==> src/rtl/card_deal_arbiter.sv <==
// Round-robin player/dealer arbiter in front of a shared random-card generator.
// Optional macro DECK_TRACK_EN adds a dealt-card mask, duplicate rejection and a deck-empty error.
module card_deal_arbiter #(
    parameter int GEN_TIMEOUT = 15,
    parameter int MAX_RETRIES = 63
) (
    input  logic       clk_i,
    input  logic       rst_i,
    input  logic       shuffle_i,
    input  logic [1:0] req_i,
    output logic [1:0] ack_o,
    output logic [5:0] card_o,
    output logic [3:0] rank_o,
    output logic       gen_req_o,
    input  logic       gen_valid_i,
    input  logic [5:0] gen_data_i,
    output logic       busy_o,
    output logic       err_o,
    output logic [5:0] cards_left_o
);
    localparam int TW = $clog2(GEN_TIMEOUT + 1);
    localparam int RW = $clog2(MAX_RETRIES + 1);

    typedef enum logic [2:0] {IDLE, REQ, WAIT, CHECK, GRANT, DONE} state_e;

    state_e        state_q, state_d;
    logic          grantee_q, grantee_d;   // 0 = player, 1 = dealer
    logic          ptr_q, ptr_d;
    logic          err_q, err_d;
    logic [TW-1:0] to_q, to_d;
    logic [RW-1:0] retry_q, retry_d;
    logic [5:0]    data_q, data_d;
    logic [5:0]    card_q, card_d;
    logic [3:0]    rank_q, rank_d;
    logic          reject;

`ifdef DECK_TRACK_EN
    logic [51:0] dealt_q, dealt_d;
    logic [5:0]  left_q, left_d;
    logic [63:0] dealt_ext;
    // widened so an out-of-range draw indexes a zero bit instead of past the mask
    assign dealt_ext = {12'd0, dealt_q};
    assign reject    = (data_q >= 6'd52) || dealt_ext[data_q];
`else
    assign reject    = (data_q >= 6'd52);
`endif

    function automatic logic [3:0] rank_of(input logic [5:0] v);
        logic [3:0] r;
        if (v >= 6'd39)      r = 4'(v - 6'd39);
        else if (v >= 6'd26) r = 4'(v - 6'd26);
        else if (v >= 6'd13) r = 4'(v - 6'd13);
        else                 r = v[3:0];
        return r + 4'd1;
    endfunction

    always_comb begin
        state_d   = state_q;
        grantee_d = grantee_q;
        ptr_d     = ptr_q;
        err_d     = err_q;
        to_d      = to_q;
        retry_d   = retry_q;
        data_d    = data_q;
        card_d    = card_q;
        rank_d    = rank_q;
`ifdef DECK_TRACK_EN
        dealt_d   = dealt_q;
        left_d    = left_q;
`endif
        case (state_q)
            IDLE: begin
                if (shuffle_i) begin
`ifdef DECK_TRACK_EN
                    dealt_d = '0;
                    left_d  = 6'd52;
`endif
                    err_d   = 1'b0;
                end else if (!err_q && req_i != 2'b00) begin
`ifdef DECK_TRACK_EN
                    if (left_q == 6'd0) err_d = 1'b1;
                    else begin
`else
                    begin
`endif
                        grantee_d = (req_i == 2'b11) ? ptr_q : req_i[1];
                        retry_d   = '0;
                        state_d   = REQ;
                    end
                end
            end
            REQ: begin
                to_d    = '0;
                state_d = WAIT;
            end
            WAIT: begin
                if (gen_valid_i) begin
                    data_d  = gen_data_i;
                    state_d = CHECK;
                end else if (to_q + TW'(1) == TW'(GEN_TIMEOUT)) begin
                    err_d   = 1'b1;
                    state_d = IDLE;
                end else begin
                    to_d = to_q + TW'(1);
                end
            end
            CHECK: begin
                if (reject) begin
                    if (retry_q + RW'(1) == RW'(MAX_RETRIES)) begin
                        err_d   = 1'b1;
                        state_d = IDLE;
                    end else begin
                        retry_d = retry_q + RW'(1);
                        state_d = REQ;
                    end
                end else begin
                    // card/rank registers load here so they are valid during the GRANT pulse
                    card_d  = data_q;
                    rank_d  = rank_of(data_q);
                    state_d = GRANT;
                end
            end
            GRANT: begin
                ptr_d   = ~grantee_q;
`ifdef DECK_TRACK_EN
                dealt_d = dealt_q | (52'd1 << data_q);
                left_d  = (left_q == 6'd0) ? 6'd0 : left_q - 6'd1;
`endif
                state_d = DONE;
            end
            DONE:    state_d = IDLE;
            default: state_d = IDLE;
        endcase
    end

    always_ff @(posedge clk_i or negedge rst_i) begin
        if (!rst_i) begin
            state_q   <= IDLE;
            grantee_q <= 1'b0;
            ptr_q     <= 1'b0;
            err_q     <= 1'b0;
            to_q      <= '0;
            retry_q   <= '0;
            data_q    <= '0;
            card_q    <= '0;
            rank_q    <= '0;
`ifdef DECK_TRACK_EN
            dealt_q   <= '0;
            left_q    <= 6'd52;
`endif
        end else begin
            state_q   <= state_d;
            grantee_q <= grantee_d;
            ptr_q     <= ptr_d;
            err_q     <= err_d;
            to_q      <= to_d;
            retry_q   <= retry_d;
            data_q    <= data_d;
            card_q    <= card_d;
            rank_q    <= rank_d;
`ifdef DECK_TRACK_EN
            dealt_q   <= dealt_d;
            left_q    <= left_d;
`endif
        end
    end

    assign ack_o     = (state_q == GRANT) ? (grantee_q ? 2'b10 : 2'b01) : 2'b00;
    assign gen_req_o = (state_q == REQ);
    assign busy_o    = (state_q != IDLE);
    assign err_o     = err_q;
    assign card_o    = card_q;
    assign rank_o    = rank_q;
`ifdef DECK_TRACK_EN
    assign cards_left_o = left_q;
`else
    assign cards_left_o = 6'd52;
`endif

endmodule

==> config.mk <==
export PLATFORM = sky130hd
export DESIGN_NAME = card_deal_arbiter
export DESIGN_NICKNAME = d
export VERILOG_FILES = /design/src/rtl/card_deal_arbiter.sv
export SDC_FILE = /design/constraint.sdc
export NUM_CORES = 1
export LEC_CHECK = 0
export CORE_MARGIN = 3
export CORE_UTILIZATION = 53
export CTS_BUF_LIST = sky130_fd_sc_hd__clkbuf_4 sky130_fd_sc_hd__clkbuf_8 sky130_fd_sc_hd__clkbuf_16
export DETAILED_ROUTE_END_ITERATION = 8
export GPL_ROUTABILITY_DRIVEN = 1
export GPL_TIMING_DRIVEN = 0
export PLACE_DENSITY = 0.83
export SLEW_MARGIN = 20
export SYNTH_ARGS = -nofsm -noshare
export SYNTH_HDL_FRONTEND = slang
export SYNTH_SLANG_ARGS = --single-unit
==> constraint.sdc <==
create_clock -name clk_i -period 3.29 [get_ports clk_i]
set_input_delay 0.8225 -clock clk_i [delete_from_list [all_inputs] [get_ports clk_i]]
set_output_delay 0.8225 -clock clk_i [all_outputs]
set_load 0.02 [all_outputs]
### Yosys cells after proc, flatten, opt, wreduce, memory -nomap -nowiden

Index checks and enable logic that the tools add are counted.

* register bits: 32
* latch bits: 0
* memory bits (writable): 0
* bits in read-only memories: 0
* input bits: 12
* output and inout port bits: 21
* memories: 0

* $add $sub $neg: 6
* $mul: 0
* divide/modulo/power cells: 0
* magnitude comparators: 4
* equality and inequality tests: 17
* shifts and indexed selects: 0
* muxes and demuxes: 29
* bitwise logic cells: 3
* reductions and logical operators: 15

Operator list (count)
* $mux W4: 7
* $mux W6: 4
* $ne A2 B2 Y1 const B: 9
* $mux W3: 5
* $pmux W3 S5: 1
* $ge A6 B6 Y1 const B: 2
* $pmux W6 S2: 1
* $reduce_and A3 Y1: 3
* $add A4 B1 Y4 const B: 2
* $pmux W4 S2: 1
* $sub A4 B4 Y4 const B: 2
* $mux W1: 7
* $add A6 B1 Y6 const B: 1
* $eq A3 B2 Y1 const B: 2
* $eq A6 B6 Y1 const B: 1
* $ge A6 B4 Y1 const B: 1
* $ge A6 B5 Y1 const B: 1
* $reduce_and A6 Y1: 1
* $reduce_bool A2 Y1: 3
* $reduce_bool A3 Y1: 2
* $reduce_and A5 Y1: 1
* $eq A4 B4 Y1 const B: 1
* $mux W2: 2
* $reduce_and A2 Y1: 2
* 10 further kinds: 12

### Longest topological paths before layout

Gate-level depths: netlist (run 1).

* depth in word-level cells: 7
* depth in mapped cells: 10

### Least setup slack after synthesis (run 1)

Ideal clock, no wire load.

* path type: reg-to-reg
* from: register data_q[1]
* to: register rank_q[1] (netlist: rank_o[1])
* library setup time: 0.125 ns
* arrival: 2.121 ns
* required time: 3.165 ns
* slack: 1.044 ns
* cell stages (with the launch flop): 9
* path through: dfrtp_1 -> inv_1 -> ha_1 -> nand2b_1 -> a311o_1 -> a21oi_1 -> xnor2_1 -> ha_1 -> mux2_2

* longest elaborated chain between the ends: 7
* elaborated cells on any way between the ends: 15
* those cells by class: add/sub: 4; order compare: 4; mux: 5; bitwise: 1; reduce/logical: 1

Ends and longest elaborated chain
* from (decl): RTL line 32 `logic [5:0] data_q, data_d;`
* from (signal assigned): RTL line 158 `data_q <= data_d;`
* $ge A6 B4 Y1 / $sub A4 B4 Y4 (equally long branches): RTL line 52 `else if (v >= 6'd13) r = 4'(v - 6'd13);`
* $mux W4: RTL line 52
* $mux W4: RTL line 51 `else if (v >= 6'd26) r = 4'(v - 6'd26);`
* $mux W4: RTL line 50 `if (v >= 6'd39) r = 4'(v - 6'd39);`
* $mux W4: RTL line 108 `if (reject) begin`
* $mux W4: RTL line 71 `case (state_q)`
* $add A4 B1 Y4: RTL line 54 `return r + 4'd1;`
* to (signal assigned): RTL line 160 `rank_q <= rank_d;`
* to (decl): RTL line 34 `logic [3:0] rank_q, rank_d;`

Parallel ways exist; a longest one is shown, timed or not. The select of a mux whose other input is x is not followed.
A chain may end at the register's enable or synchronous reset.

### Final worst setup path (run 1)

* from: register state_q[0]
* to: output port gen_req_o

* longest elaborated chain between the ends: 1

Ends and longest elaborated chain
* from (decl): RTL line 26 `state_e state_q, state_d;`
* from (signal assigned): RTL line 152 `state_q <= state_d;`
* $eq A3 B1 Y1: RTL line 169 `assign gen_req_o = (state_q == REQ);`
* to (decl): RTL line 14 `output logic gen_req_o,`

No other way between the ends.

==> flow_metrics.tcl, run 1 <==
set metrics [dict create \
    status "complete, no violations" \
    drt.antenna.violating_nets 0 \
    cts.repair.resized 0 \
    critPathMostFrequentCell "inv_1" \
    final_nets 282 \
    track_usage 0.212 \
    leakage_nw 1.09 \
    critPathBufInv 3 \
    combPwrFrac 0.570 \
    wl_per_cell_um 13.7 \
    slew_headroom 0.522 \
    cts_tree "yes" \
    cts_root_buf "clkbuf_8" \
    multiInputGateArea_mm2 0.00109 \
    reg2reg_setup_slack_ps 770 \
    drt_iter0_drc 118 \
    r2r-end "rank_o[1]" \
    drc 0 \
    sw_frac_of_total 0.442 \
    synth_cells 220 \
    numPortBuffers 26 \
    grt_pass1_vias 1638 \
    overflow 0 \
    max_freq_mhz 356 \
    drive_gt1_frac 0.144 \
    path_clk_slew_ps 60 \
    p_per_area_mw_per_mm2 927 \
    syn-cell-area_mm2 0.00203 \
    num_vias 1699 \
    die_w_um 67.9 \
    clock_latency_ps 280 \
    p_clk_frac 0.126 \
    synth_top_area_cell "dfrtp_1" \
    synth_top_area_share 0.395 \
    sequentialPowerShare 0.304 \
    fin_crit_sh 0.854 \
    switchingPower_uw 999 \
    worstSetupStartpointType "register" \
    required_ps 2470 \
    hold_buffers 0 \
    initial_core_util 0.576 \
    final_cells 303 \
    ff2ff_path_depth 8 \
    grt_start_max_net_pins 33 \
    crit_arrival_ps 1990 \
    antenna_cells 0 \
    ioPinCount 33 \
    seqCellArea_um2 801 \
    rsz0062_at_grt "no" \
    cp_slowest_stage_delay_ps 610 \
    vdd_drop_max_uv 436 \
    reg2reg_from "data_q[1]" \
    vias_per_cell 5.61 \
    grt_pass1_wl_um 7260 \
    hold_path_class "register to register" \
    nFillCells 295 \
    intPower_mw 1.26 \
    synthDistinctLibCells 53 \
    yosysWarnings 0 \
    async_flop_share 1.00 \
    cp_slowest_cell "clkdlybuf4s50_1" \
    hold_path_end "ptr_q" \
    antenna_found_initial 0 \
    die_h_um 67.9 \
    clock_path_buffers 2 \
    setup_viol 0 \
    synth.area.top_cells "dfrtp_1 (39%), ha_1 (8.0%), nand2_1 (5.4%)" \
    critPathKind "register to output pin" \
    avgSynthCellArea_um2 9.22 \
    cp-end-kind "output pin" \
    crit_family "buffers and inverters" \
    tightest_slew_ps 718 \
    area.growth.synth_to_final_pct 20.2 \
    finalWeightedCongestion 0.896 \
    dieArea_mm2 0.00460 \
    worstSetupStartpoint "state_q[0]" \
    synth-main-ff-cell "dfrtp_1" \
    rows 21 \
    finClkSkew_ps 6.65 \
    tns_ps 0 \
    core_area_mm2 0.00352 \
    wirelength_um 4170 \
    slew_viol_final 0 \
    cts_setup_buffers 0 \
    clock-sinks 32 \
    post-place-cells 296 \
    dp_hpwl_um 3060 \
    synth_edf_count 0 \
    hold_viol 0 \
    crit_chain "inv_1, or3_2, inv_1, clkdlybuf4s50_1" \
    cts-buffers-inserted 5 \
    yosysSeqAreaShare 0.395 \
    cap_viol_max_count 0 \
    hold_depth 1 \
    worstHoldStart "ptr_q" \
    first_pass_iters 4 \
    period_needed_ps 2810 \
    htreeDepth 2 \
    ys_seq_elements 32 \
    worstPathMaxFanout 5 \
]
## layer usage
metal	GRT usage	part of all wire	up-vias
met4	0.0596	0.0043	0
met3	0.0608	0.057	4
met5	0	0	-
li1	-	-	843
met2	0.361	0.50	48
met1	0.262	0.44	804
## logic make-up after synthesis
family	share of synthesized area
buffers and inverters	0.0740
adder cells (fa/ha/maj)	0.0802
AO/OA/AOI/OAI	0.237
flip-flops	0.395
other	0.00370
XOR/XNOR	0.0259
AND/OR/NAND/NOR	0.168
multiplexers	0.0160
## cell usage after synthesis (2+ instances only)
master / instances
a21o_1: 3
a21oi_1: 13
a31oi_1: 2
and3_1: 2
and4_1: 2
buf_4: 7
buf_6: 3
clkbuf_1: 2
conb_1: 2
dfrtp_1: 32
ha_1: 13
inv_1: 13
inv_2: 2
mux2_2: 2
nand2_1: 29
nand2b_1: 5
nand3_1: 9
nor2_1: 11
nor3_1: 5
o21ai_0: 21
o22ai_1: 2
o2bb2ai_1: 2
o311ai_1: 2
o31ai_1: 2
o31ai_2: 2
xnor2_1: 5
## area by class of cell
| class | count | share of cell area |
|---|---|---|
| inverter | 15 | 0.0231 |
| sequential | 32 | 0.329 |
| buffer | 12 | 0.0385 |
| tap | 46 | 0.0236 |
| clock buffer | 6 | 0.0313 |
| multi-input combinational | 165 | 0.448 |
| clock inverter | 1 | 0.00205 |
| timing repair buffer | 26 | 0.105 |
## metrics by stage
| step | hold slack (ps) | power, mW | utilization | setup slack [ps] | cell area [um2] |
|---|---|---|---|---|---|
| final | 477 | 2.26 | 0.692 | 480 | 2440 |
| after global routing | 498 | 2.48 | 0.692 | 357 | 2440 |
| after CTS | 479 | 2.28 | 0.692 | 462 | 2440 |
| after detailed placement | 465 | 1.98 | 0.669 | 692 | 2360 |
| after global placement | 465 | 1.94 | 0.671 | 700 | 2360 |
| after floorplan | 444 | 1.59 | - | 1040 | 2040 |
## how the worst max path moves through the flow
stage,endpoint,slack [ps],cells after the start
after floorplan,rank_o[1],1040,8
after global placement,retry_q[5],700,7
after detailed placement,retry_q[5],690,7
after CTS,gen_req_o,460,4
after global routing,gen_req_o,360,4
final,gen_req_o,480,4
## power by group through the flow
stage | Combinational (mW) | Clock, mW | Sequential, mW
final | 1.29 | 0.284 | 0.686
after global routing | 1.45 | 0.320 | 0.707
after CTS | 1.30 | 0.298 | 0.684
after detailed placement | 1.29 | 0 | 0.690
after global placement | 1.26 | 0 | 0.687
after floorplan | 0.852 | 0 | 0.739
## worst register-to-register path: cells and delay by family, from the launching register on
family          cells  cell delay [ps]
flops               1              500
fa+ha+maj           2              500
simple gates        1              150
buf+inv             1              220
mux                 1              250
compound gates      2              590
xor+xnor            1              200
## registers in the layout (all words and copies together) (netlist names)
| register | count |
|---|---|
| ptr_q | 1 |
| grantee_q | 1 |
| rank_o | 4 |
| retry_q | 6 |
| to_q | 4 |
| card_o | 6 |
| state_q | 3 |
| data_q | 6 |
| err_o | 1 |
## cells in the final DEF, fill, tap and decap left out, drive strengths merged, types with 3 or more instances in the layout
| cell type | netlist | layout |
|---|---|---|
| dfrtp | 32 | 32 |
| nand2 | 29 | 29 |
| clkdlybuf4s50 | 0 | 25 |
| o21ai | 21 | 21 |
| inv | 15 | 15 |
| a21oi | 13 | 13 |
| ha | 13 | 13 |
| nor2 | 11 | 11 |
| buf | 10 | 11 |
| nand3 | 9 | 9 |
| clkbuf | 2 | 8 |
| conb | 2 | 6 |
| nor3 | 6 | 6 |
| nand2b | 5 | 5 |
| xnor2 | 5 | 5 |
| o31ai | 4 | 4 |
| a21o | 3 | 3 |
| and3 | 3 | 3 |
| a22o | 3 | 3 |
(Power assumes the default switching activity.)
==> run 2: changes to the inputs <==
--- a/config.mk
+++ b/config.mk
@@ -5,13 +5,13 @@
 export SDC_FILE = /design/constraint.sdc
 export NUM_CORES = 1
 export LEC_CHECK = 0
-export CORE_MARGIN = 3
+export CORE_MARGIN = 2
 export CORE_UTILIZATION = 53
 export CTS_BUF_LIST = sky130_fd_sc_hd__clkbuf_4 sky130_fd_sc_hd__clkbuf_8 sky130_fd_sc_hd__clkbuf_16
 export DETAILED_ROUTE_END_ITERATION = 8
 export GPL_ROUTABILITY_DRIVEN = 1
 export GPL_TIMING_DRIVEN = 0
-export PLACE_DENSITY = 0.83
+export PLACE_DENSITY = 0.8
 export SLEW_MARGIN = 20
 export SYNTH_ARGS = -nofsm -noshare
 export SYNTH_HDL_FRONTEND = slang
==> run 2 against run 1 <==
  * Combinational power is essentially flat
  * Routed wire length shrank 4.6%
  * Hold slack is essentially flat
  * Final area grew 0.72%
  * Maximum frequency shrank 0.55%
  * Global-route usage grew 0.40 points
  * Clock skew grew 2.5 ps
  * Power grew 1.2%
  * Non-clock buffer count is the same
  * Highest routed layer unchanged
  * Setup slack lost 15 ps
  * Sequential share of layout area shrank 0.23 points
  * Clock power grew 15%
==> flow_metrics.tcl, run 2 (synthesized netlist as in run 1, its figures left out) <==
set metrics [dict create \
    status "complete, no violations" \
    finalWeightedCongestion 0.919 \
    initial_core_util 0.554 \
    reg2reg_from "data_q[1]" \
    drive_gt1_frac 0.144 \
    cp_slowest_cell "clkdlybuf4s50_1" \
    post_dp_cell_area_mm2 0.00236 \
    hold_viol 0 \
    tightest_slew_ps 711 \
    cp-end-kind "output pin" \
    track_usage 0.216 \
    setup_viol 0 \
    whs_ps 477 \
    vias_per_cell 5.47 \
    max_freq_mhz 354 \
    grt_start_max_net_pins 33 \
    cts-buffers-inserted 5 \
    drt_iter0_drc 157 \
    crit_chain "inv_1, or3_2, inv_1, clkdlybuf4s50_1" \
    seqCellArea_um2 801 \
    grt_pass1_wl_um 7200 \
    area.growth.synth_to_final_pct 21.0 \
    p_per_area_mw_per_mm2 932 \
    hold_buffers 0 \
    required_ps 2470 \
    dieArea_mm2 0.00434 \
    wl_per_cell_um 13.0 \
    vdd_drop_max_uv 516 \
    antenna_cells 0 \
    num_vias 1669 \
    critPathBufInv 3 \
    crit_family "buffers and inverters" \
    power_mw 2.29 \
    wirelength_um 3970 \
    core_area_mm2 0.00366 \
    critPathKind "register to output pin" \
    clock-sinks 32 \
    drc 0 \
    cts_root_buf "clkbuf_8" \
    layout_commonest_cell "dfrtp_1" \
    worstSetupStartpointType "register" \
    cts_tree "yes" \
    worstPathMaxFanout 5 \
    die_w_um 65.9 \
    die_h_um 65.9 \
    slew_headroom 0.526 \
    final_area_mm2 0.00245 \
    finClkSkew_ps 9.19 \
    clock_latency_ps 280 \
    slew_viol_final 0 \
    worstHoldStart "ptr_q" \
    critPathMostFrequentCell "inv_1" \
    cts_setup_buffers 0 \
    overflow 0 \
    multiInputGateArea_mm2 0.00109 \
    first_pass_iters 4 \
    tns_ps 0 \
    dp_hpwl_um 2980 \
    crit_arrival_ps 2000 \
    rsz0062_at_grt "no" \
    fin_crit_sh 0.859 \
    numPortBuffers 26 \
    final_util 0.671 \
    drt.antenna.violating_nets 0 \
    ioPinCount 33 \
    cp_slowest_stage_delay_ps 600 \
    cap_viol_max_count 0 \
    clock_path_buffers 2 \
    antenna_found_initial 0 \
    hold_path_class "register to register" \
    path_clk_slew_ps 60 \
    rows 22 \
    cts.repair.resized 0 \
    leakage_nw 1.10 \
    worstSetupStartpoint "state_q[0]" \
    final_nets 282 \
    htreeDepth 2 \
    final_cell_mix "dfrtp_1 (32), nand2_1 (29), clkdlybuf4s50_1 (25)" \
    period_needed_ps 2830 \
    grt_pass1_vias 1600 \
    nFillCells 305 \
]
[run 2: cell types whose count changed in the layout (fill, tap and decap cells not counted), sizes merged]
| cell | before | now |
|---|---|---|
| clkbuf | 8 | 9 |
| clkinv | 1 | 0 |
[run 2: layout make-up]
class / count / area share
Clock buffer: 7 / 0.0392
Inverter: 15 / 0.0229
Multi-Input combinational cell: 165 / 0.445
Timing Repair Buffer: 26 / 0.104
Sequential cell: 32 / 0.326
Tap cell: 48 / 0.0245
Buffer: 12 / 0.0382
[run 2: path summary, 6_finish.rpt]
path / to / slack [ps] / cells after the start
setup / recovery: gen_req_o / 460 / 4
hold / removal: ptr_q / 480 / 1
setup reg to reg: rank_o[1] / 750 / 8
hold reg to reg: ptr_q / 480 / 1
max in group asynchronous: to_q[0] / 2240 / 1
min in group asynchronous: data_q[1] / 580 / 1
[run 2: layer usage]
layer  vias up  track usage  part of all wire
li1        839            -                 -
met1       781        0.280              0.45
met5         -            0                 0
met4         0       0.0651             0.013
met2        43        0.360              0.49
met3         6       0.0477             0.048
[run 2: per-stage QoR]
step           instances  setup WS [ps]
2_1_floorplan        224           1040
3_3_place_gp         298            715
3_5_place_dp         298            685
4_1_cts              305            444
5_1_grt              305            368
6_report             305            464
[run 2: report_power, final]
group          internal, mW  total, mW  switching, mW
clock network         0.186      0.327          0.141
logic                 0.569       1.27          0.706
registers             0.539      0.685          0.146
total                  1.29       2.29          0.993
